**src/rtl/ram_arbiter.sv**
```systemverilog
// Round-robin arbiter sharing one RAM port between CPU and DMA requesters,
// with an optional post-reset clear sweep that fills the RAM with a constant.
module ram_arbiter #(
    parameter int              AW             = 14,
    parameter int              DW             = 8,
    parameter int              CLEAR_ON_RESET = 1,
    parameter logic [DW-1:0]   CLEAR_VALUE    = '0
) (
    input  logic          clock,
    input  logic          reset,
    input  logic          cpu_req,
    input  logic          cpu_wr,
    input  logic [AW-1:0] cpu_a,
    input  logic [DW-1:0] cpu_di,
    output logic [DW-1:0] cpu_do,
    output logic          cpu_ack,
    input  logic          dma_req,
    input  logic          dma_wr,
    input  logic [AW-1:0] dma_a,
    input  logic [DW-1:0] dma_di,
    output logic [DW-1:0] dma_do,
    output logic          dma_ack,
    output logic          ram_wr,
    output logic [AW-1:0] ram_a,
    output logic [DW-1:0] ram_di,
    input  logic [DW-1:0] ram_do,
    output logic          busy,
    output logic [2:0]    dbg_state
);

    // Handshake: x_req is a level held (with x_a/x_wr/x_di stable) until a
    // one-cycle x_ack; x_do is valid during that ack and held until the next one.
    typedef enum logic [2:0] {
        S_CLEAR   = 3'd0,
        S_CLR_END = 3'd1,
        S_IDLE    = 3'd2,
        S_ACCESS  = 3'd3,
        S_DONE    = 3'd4
    } state_t;

    state_t        state_q, state_d;
    logic [AW-1:0] cnt_q, cnt_d;
    logic          prio_q, prio_d;      // 0 = CPU preferred, 1 = DMA preferred
    logic          win_q, win_d;        // 0 = CPU, 1 = DMA
    logic          ram_wr_q, ram_wr_d;
    logic [AW-1:0] ram_a_q, ram_a_d;
    logic [DW-1:0] ram_di_q, ram_di_d;
    logic [DW-1:0] cpu_do_q, cpu_do_d;
    logic [DW-1:0] dma_do_q, dma_do_d;
    logic          cpu_ack_q, cpu_ack_d;
    logic          dma_ack_q, dma_ack_d;
    logic          busy_q, busy_d;
    logic          pick_dma;

    always_comb begin
        pick_dma  = dma_req && (!cpu_req || prio_q);
        state_d   = state_q;
        cnt_d     = cnt_q;
        prio_d    = prio_q;
        win_d     = win_q;
        ram_wr_d  = ram_wr_q;
        ram_a_d   = ram_a_q;
        ram_di_d  = ram_di_q;
        cpu_do_d  = cpu_do_q;
        dma_do_d  = dma_do_q;
        cpu_ack_d = 1'b0;
        dma_ack_d = 1'b0;
        busy_d    = busy_q;
        case (state_q)
            S_CLEAR: begin
                ram_a_d  = cnt_q;
                ram_di_d = CLEAR_VALUE;
                ram_wr_d = 1'b0;
                cnt_d    = cnt_q + 1'b1;
                if (cnt_q == {AW{1'b1}}) state_d = S_CLR_END;
            end
            S_CLR_END: begin
                ram_wr_d = 1'b1;
                busy_d   = 1'b0;
                state_d  = S_IDLE;
            end
            S_IDLE: begin
                ram_wr_d = 1'b1;
                if (cpu_req || dma_req) begin
                    win_d    = pick_dma;
                    ram_a_d  = pick_dma ? dma_a  : cpu_a;
                    ram_di_d = pick_dma ? dma_di : cpu_di;
                    ram_wr_d = pick_dma ? dma_wr : cpu_wr;
                    state_d  = S_ACCESS;
                end
            end
            S_ACCESS: begin
                // RAM acts on this edge; releasing the strobe keeps writes one cycle long.
                ram_wr_d = 1'b1;
                state_d  = S_DONE;
            end
            S_DONE: begin
                if (win_q) begin
                    dma_do_d  = ram_do;
                    dma_ack_d = 1'b1;
                end else begin
                    cpu_do_d  = ram_do;
                    cpu_ack_d = 1'b1;
                end
                prio_d  = ~win_q;
                state_d = S_IDLE;
            end
            default: state_d = S_IDLE;
        endcase
    end

    always_ff @(posedge clock or negedge reset) begin
        if (!reset) begin
            state_q   <= (CLEAR_ON_RESET != 0) ? S_CLEAR : S_IDLE;
            cnt_q     <= '0;
            prio_q    <= 1'b0;
            win_q     <= 1'b0;
            ram_wr_q  <= 1'b1;
            ram_a_q   <= '0;
            ram_di_q  <= '0;
            cpu_do_q  <= '0;
            dma_do_q  <= '0;
            cpu_ack_q <= 1'b0;
            dma_ack_q <= 1'b0;
            busy_q    <= (CLEAR_ON_RESET != 0);
        end else begin
            state_q   <= state_d;
            cnt_q     <= cnt_d;
            prio_q    <= prio_d;
            win_q     <= win_d;
            ram_wr_q  <= ram_wr_d;
            ram_a_q   <= ram_a_d;
            ram_di_q  <= ram_di_d;
            cpu_do_q  <= cpu_do_d;
            dma_do_q  <= dma_do_d;
            cpu_ack_q <= cpu_ack_d;
            dma_ack_q <= dma_ack_d;
            busy_q    <= busy_d;
        end
    end

    assign cpu_do    = cpu_do_q;
    assign cpu_ack   = cpu_ack_q;
    assign dma_do    = dma_do_q;
    assign dma_ack   = dma_ack_q;
    assign ram_wr    = ram_wr_q;
    assign ram_a     = ram_a_q;
    assign ram_di    = ram_di_q;
    assign busy      = busy_q;
    assign dbg_state = state_q;

endmodule
```
**config.mk**
```make
export PLATFORM = sky130hd
export DESIGN_NAME = ram_arbiter
export DESIGN_NICKNAME = d
export VERILOG_FILES = /design/src/rtl/ram_arbiter.sv
export SDC_FILE = /design/constraint.sdc
export NUM_CORES = 1
export LEC_CHECK = 0
export CAP_MARGIN = 20
export CORE_MARGIN = 2
export CORE_UTILIZATION = 40
export CTS_CLUSTER_SIZE = 8
export DETAILED_ROUTE_END_ITERATION = 12
export HOLD_SLACK_MARGIN = 0.08
export PLACE_DENSITY = 0.84
export SYNTH_ARGS = -nofsm -noshare
export SYNTH_HDL_FRONTEND = slang
export SYNTH_SLANG_ARGS = --single-unit
```
**constraint.sdc**
```tcl
create_clock -name clock -period 1.5 [get_ports clock]
set_input_delay 0.3 -clock clock [delete_from_list [all_inputs] [get_ports clock]]
set_output_delay 0.3 -clock clock [all_outputs]
set_load 0.1 [all_outputs]
```
# After elaboration in Yosys (flattened, before gate mapping)
# Cells that the tools add are included.
[classes]
addsub = 1
n_eq_ne = 7
muxes = 16
n_bitwise = 1
reduce_logical = 13
[ops]
columns = ["cell", "count"]
rows = [
  ["two-way mux 14 bit", 2],
  ["one-hot mux 14 bit (2 select lines)", 1],
  ["two-way mux 8 bit", 2],
  ["one-hot mux 8 bit (2 select lines)", 1],
  ["adder 14 x 1 -> 14 bit, second input constant", 1],
  ["== test 14 bit, second input constant", 1],
  ["AND reduction 2 bit", 5],
  ["one-hot mux 3 bit (3 select lines)", 1],
  ["== test 3 x 2 -> 1 bit, second input constant", 2],
  ["two-way mux 1 bit", 6],
  ["two-way mux 3 bit", 2],
  ["!= test 2 bit, second input constant", 2],
  ["== test 3 x 1 -> 1 bit, second input constant", 1],
  ["== test 3 bit, second input constant", 1],
  ["logical NOT 3 bit", 1],
  ["one-hot mux 1 bit (3 select lines)", 1],
  ["nonzero test 3 bit", 1],
  ["logical OR 1 bit", 2],
  ["nonzero test 2 bit", 1],
  ["OR reduction 2 bit", 1],
  ["logical AND 1 bit", 1],
  ["logical NOT 1 bit", 1],
  ["inverter 1 bit", 1],
]
[totals]
ff_bits = 61
in_bits = 58

# Longest topological paths before layout
[logic_depth]
depth_word = 6
mapped_depth = 7

# Worst setup path before layout
# OpenSTA, ideal clock, no wires.
[synth_timing]
kind = "register -> register"
startpoint = "register state_q[2], in the netlist dbg_state[2]"
endpoint = "register ram_a_q[6], in the netlist ram_a[6]"
arrival_time_ps = 2025
path_slack_ps = -652
path_stages_with_launch = 8
path_buffers = 3
path_cell_list = "dfrtp_1 buf_6 or3b_1 buf_6 buf_6 a31o_2 a21oi_2 o31ai_1"
[synth_between]
elab_chain_len = 3
[synth_lines]
columns = ["element", "line", "source"]
rows = [
  ["start: declaration", "41", "state_t state_q, state_d;"],
  ["start signal: assignment", "114", "state_q <= (CLEAR_ON_RESET != 0) ? S_CLEAR : S_IDLE;"],
  ["start signal: assignment", "127", "state_q <= state_d;"],
  ["== test 3 x 2 -> 1 bit / logical NOT 3 bit (equally long branches)", "69", "case (state_q)"],
  ["!= test 2 bit (no line) / nonzero test 2 bit (equally long branches)", "n/a", ""],
  ["AND reduction 2 bit (no line)", "n/a", ""],
  ["end signal: assignment", "132", "ram_a_q <= ram_a_d;"],
  ["end: declaration", "46", "logic [AW-1:0] ram_a_q, ram_a_d;"],
]
# Several ways; a longest one is shown, not always the timed one.
# A chain may end at the register's enable or synchronous reset.

# Worst setup path in the final report
[layout_timing]
startpoint = "register state_q[2], in the netlist dbg_state[2]"
endpoint = "register ram_a_q[4], in the netlist ram_a[4]"
# Same word-level chain as after synthesis.

==> impl_metrics.json <==
{
  "holdWs_ns": 0.427,
  "io_pins": 103,
  "wirelength_um": 8460,
  "stdcell_count": 483,
  "rows": 30,
  "slew_violations": 0,
  "post-place-cells": 465,
  "synth_top_cell_by_area": "dfrtp_1",
  "yosys_register_bits": 61,
  "grt_pass1_vias": 2809,
  "grt_max_degree": 62,
  "viasPerCell": 5.12,
  "area_delta_synth_final_pct": 78.8,
  "cp_data_required_time_ns": 1.72,
  "fin_worst_skew_ns": 0.00598,
  "synth.avg_cell_area_um2": 11.0,
  "grt_usage_pct": 23.3,
  "slew_headroom_pct": 78.4,
  "rsz0062_at_grt": "true",
  "yosys-top-cells-count": "dfrtp_1, nand2_1, nor2_1, mux2_2, a21oi_1",
  "vias": 2475,
  "status": "finished with violations",
  "grt_remaining_overflow": 0,
  "crit_type": "reg -> reg",
  "drt_iter0_markers": 105,
  "antenna_found_initial": 0,
  "syn_nets": 315,
  "firstDrtPassIters": 4,
  "crit_path_start_kind": "register",
  "antenna_left": 0,
  "setup_slack_ns": -0.113,
  "dieArea_mm2": 0.00770,
  "htreeDepth": 3,
  "ctsLongestPathBuffers": 2,
  "layout.nets": 443,
  "start_util_pct": 41.3,
  "postLayoutCoreUtil_pct": 73.8,
  "synth_seq_area_share_pct": 54.5,
  "violations": "negative setup slack",
  "cts_buffers": 9,
  "drive_gt1_share_pct": 41.1,
  "critical_path.max_fanout": 11,
  "clockRootBuffer": "clkbuf_8",
  "min_period_ns": 1.61,
  "reg2reg_depth": 5,
  "cts.sinks": 61,
  "clkLatencyLatePin_ns": 0.34,
  "wl_per_cell_um": 17.5,
  "portBuffers": 102,
  "synth.area.top_cells": "dfrtp_1, mux2_2, nand2_1",
  "core_area_mm2": 0.00679,
  "critical_path_arrival_ns": 1.84,
  "worst_slew_pin_slew_ns": 0.324,
  "gp_congestion": 0.855,
  "die_x_um": 87.7,
  "path_clk_slew_ns": 0.07,
  "finalSetupViolations": 29,
  "ys_types": 38,
  "dp_hpwl_um": 6110,
  "synth-edff-count": 0,
  "async_reset_ff_share_pct": 100,
  "n_antenna_cell": 0,
  "fmax_mhz": 620,
  "min_path_type": "in -> reg",
  "maxCapViolCount": 0,
  "drc": 0,
  "cts_tree": "yes",
  "yosysTopAreaCellShare_pct": 52.6,
  "dp_slack_ns": -0.366,
  "syn_inst": 256,
  "cp-end-kind": "register",
  "post-route-period-util_pct": 108,
  "synth_flop_cell": "dfrtp_1",
  "syn_area_mm2": 0.00281,
  "grt_pass1_wl_um": 13500,
  "die_height_um": 87.7,
  "hold_depth": 4,
  "hold_viol_final": 0,
  "yosysMostFrequentCell": "dfrtp_1",
  "synth_warnings": 0
}
stage by stage:
step | instance area, um2 | TNS [ns]
2_1_floorplan | 2870 | -12.38
3_3_place_gp | 4590 | -4.58
3_5_place_dp | 4590 | -7.50
4_1_cts | 4850 | -2.03
5_1_grt | 5010 | -2.93
6_report | 5010 | -1.71
worst paths after layout:
| path | start | endpoint | slack [ns] |
|---|---|---|---|
| max | dbg_state[2] | ram_a[4] | -0.11 |
| min | cpu_req | ram_wr | 0.43 |
| max reg2reg | dbg_state[2] | ram_a[4] | -0.11 |
| min reg2reg | busy | busy | 0.49 |
| max in group asynchronous | reset | dbg_state[1] | 0.72 |
| min in group asynchronous | reset | dbg_state[2] | 0.50 |
registers in the layout, indices dropped and copies added (netlist names), 3 cells and up:
name / cells
cpu_do: 8
dbg_state: 3
dma_do: 8
ram_di: 8
cnt_q: 14
ram_a: 14
cell usage in the layout (no fill, tap or decap), drive strengths merged, types with 3 or more instances in the layout:
master	netlist	routed
o21ai	10	10
clkdlybuf4s50	0	55
nand3	6	6
buf	15	77
mux2i	8	8
mux2	17	17
o31ai	14	14
and3	5	5
dfrtp	59	59
xor2	3	3
nor2	20	20
xnor2	10	10
clkinv	0	3
a21oi	16	16
clkbuf	2	9
nand2	35	35
a31o	14	14
cell type report:
type                       instances  area [um2]
timing repair buffer             134        1800
clock inverter                     5        30.0
sequential                        61        1540
clock buffer                       9         124
inverter                           2        7.51
multi-input combinational        176        1390
tap                               96         120
fill                             432        1780
routing by layer:
metal | part of all wire, % | track usage [%] | vias to the layer above
met2 | 54 | 41.7 | 90
met3 | 7.0 | 9.14 | 16
met5 | 0 | 0 | -
met4 | 1.6 | 8.25 | 0
met1 | 38 | 25.0 | 1219
li1 | - | - | 1150
kinds of logic after synthesis:
| kind of cell | synth area share (%) |
|---|---|
| adder cells (fa/ha/maj) | 0.446 |
| buffers and inverters | 3.75 |
| XOR/XNOR | 4.06 |
| multiplexers | 9.68 |
| AO/OA/AOI/OAI | 14.0 |
| flip-flops | 54.5 |
| AND/OR/NAND/NOR | 13.6 |
critical path: stages, from the launching register on:
cell and delay [ns]:
dfrtp_4 0.50, or3b_4 0.43, buf_12 0.17, a31o_4 0.20, a21oi_2 0.11, o31ai_1 0.08
timing repair:
action,CTS,global route
hold buffers,1,0
cloned,0,0
pin swaps,5,4
resized for setup,20,30
hold endpoints to repair,59,0
buffers inserted,1,2
setup endpoints to repair,46,43
Power is left out: the tool's default activity adds up to more than one toggle a clock period on the data nets, which glitch-free logic cannot reach.
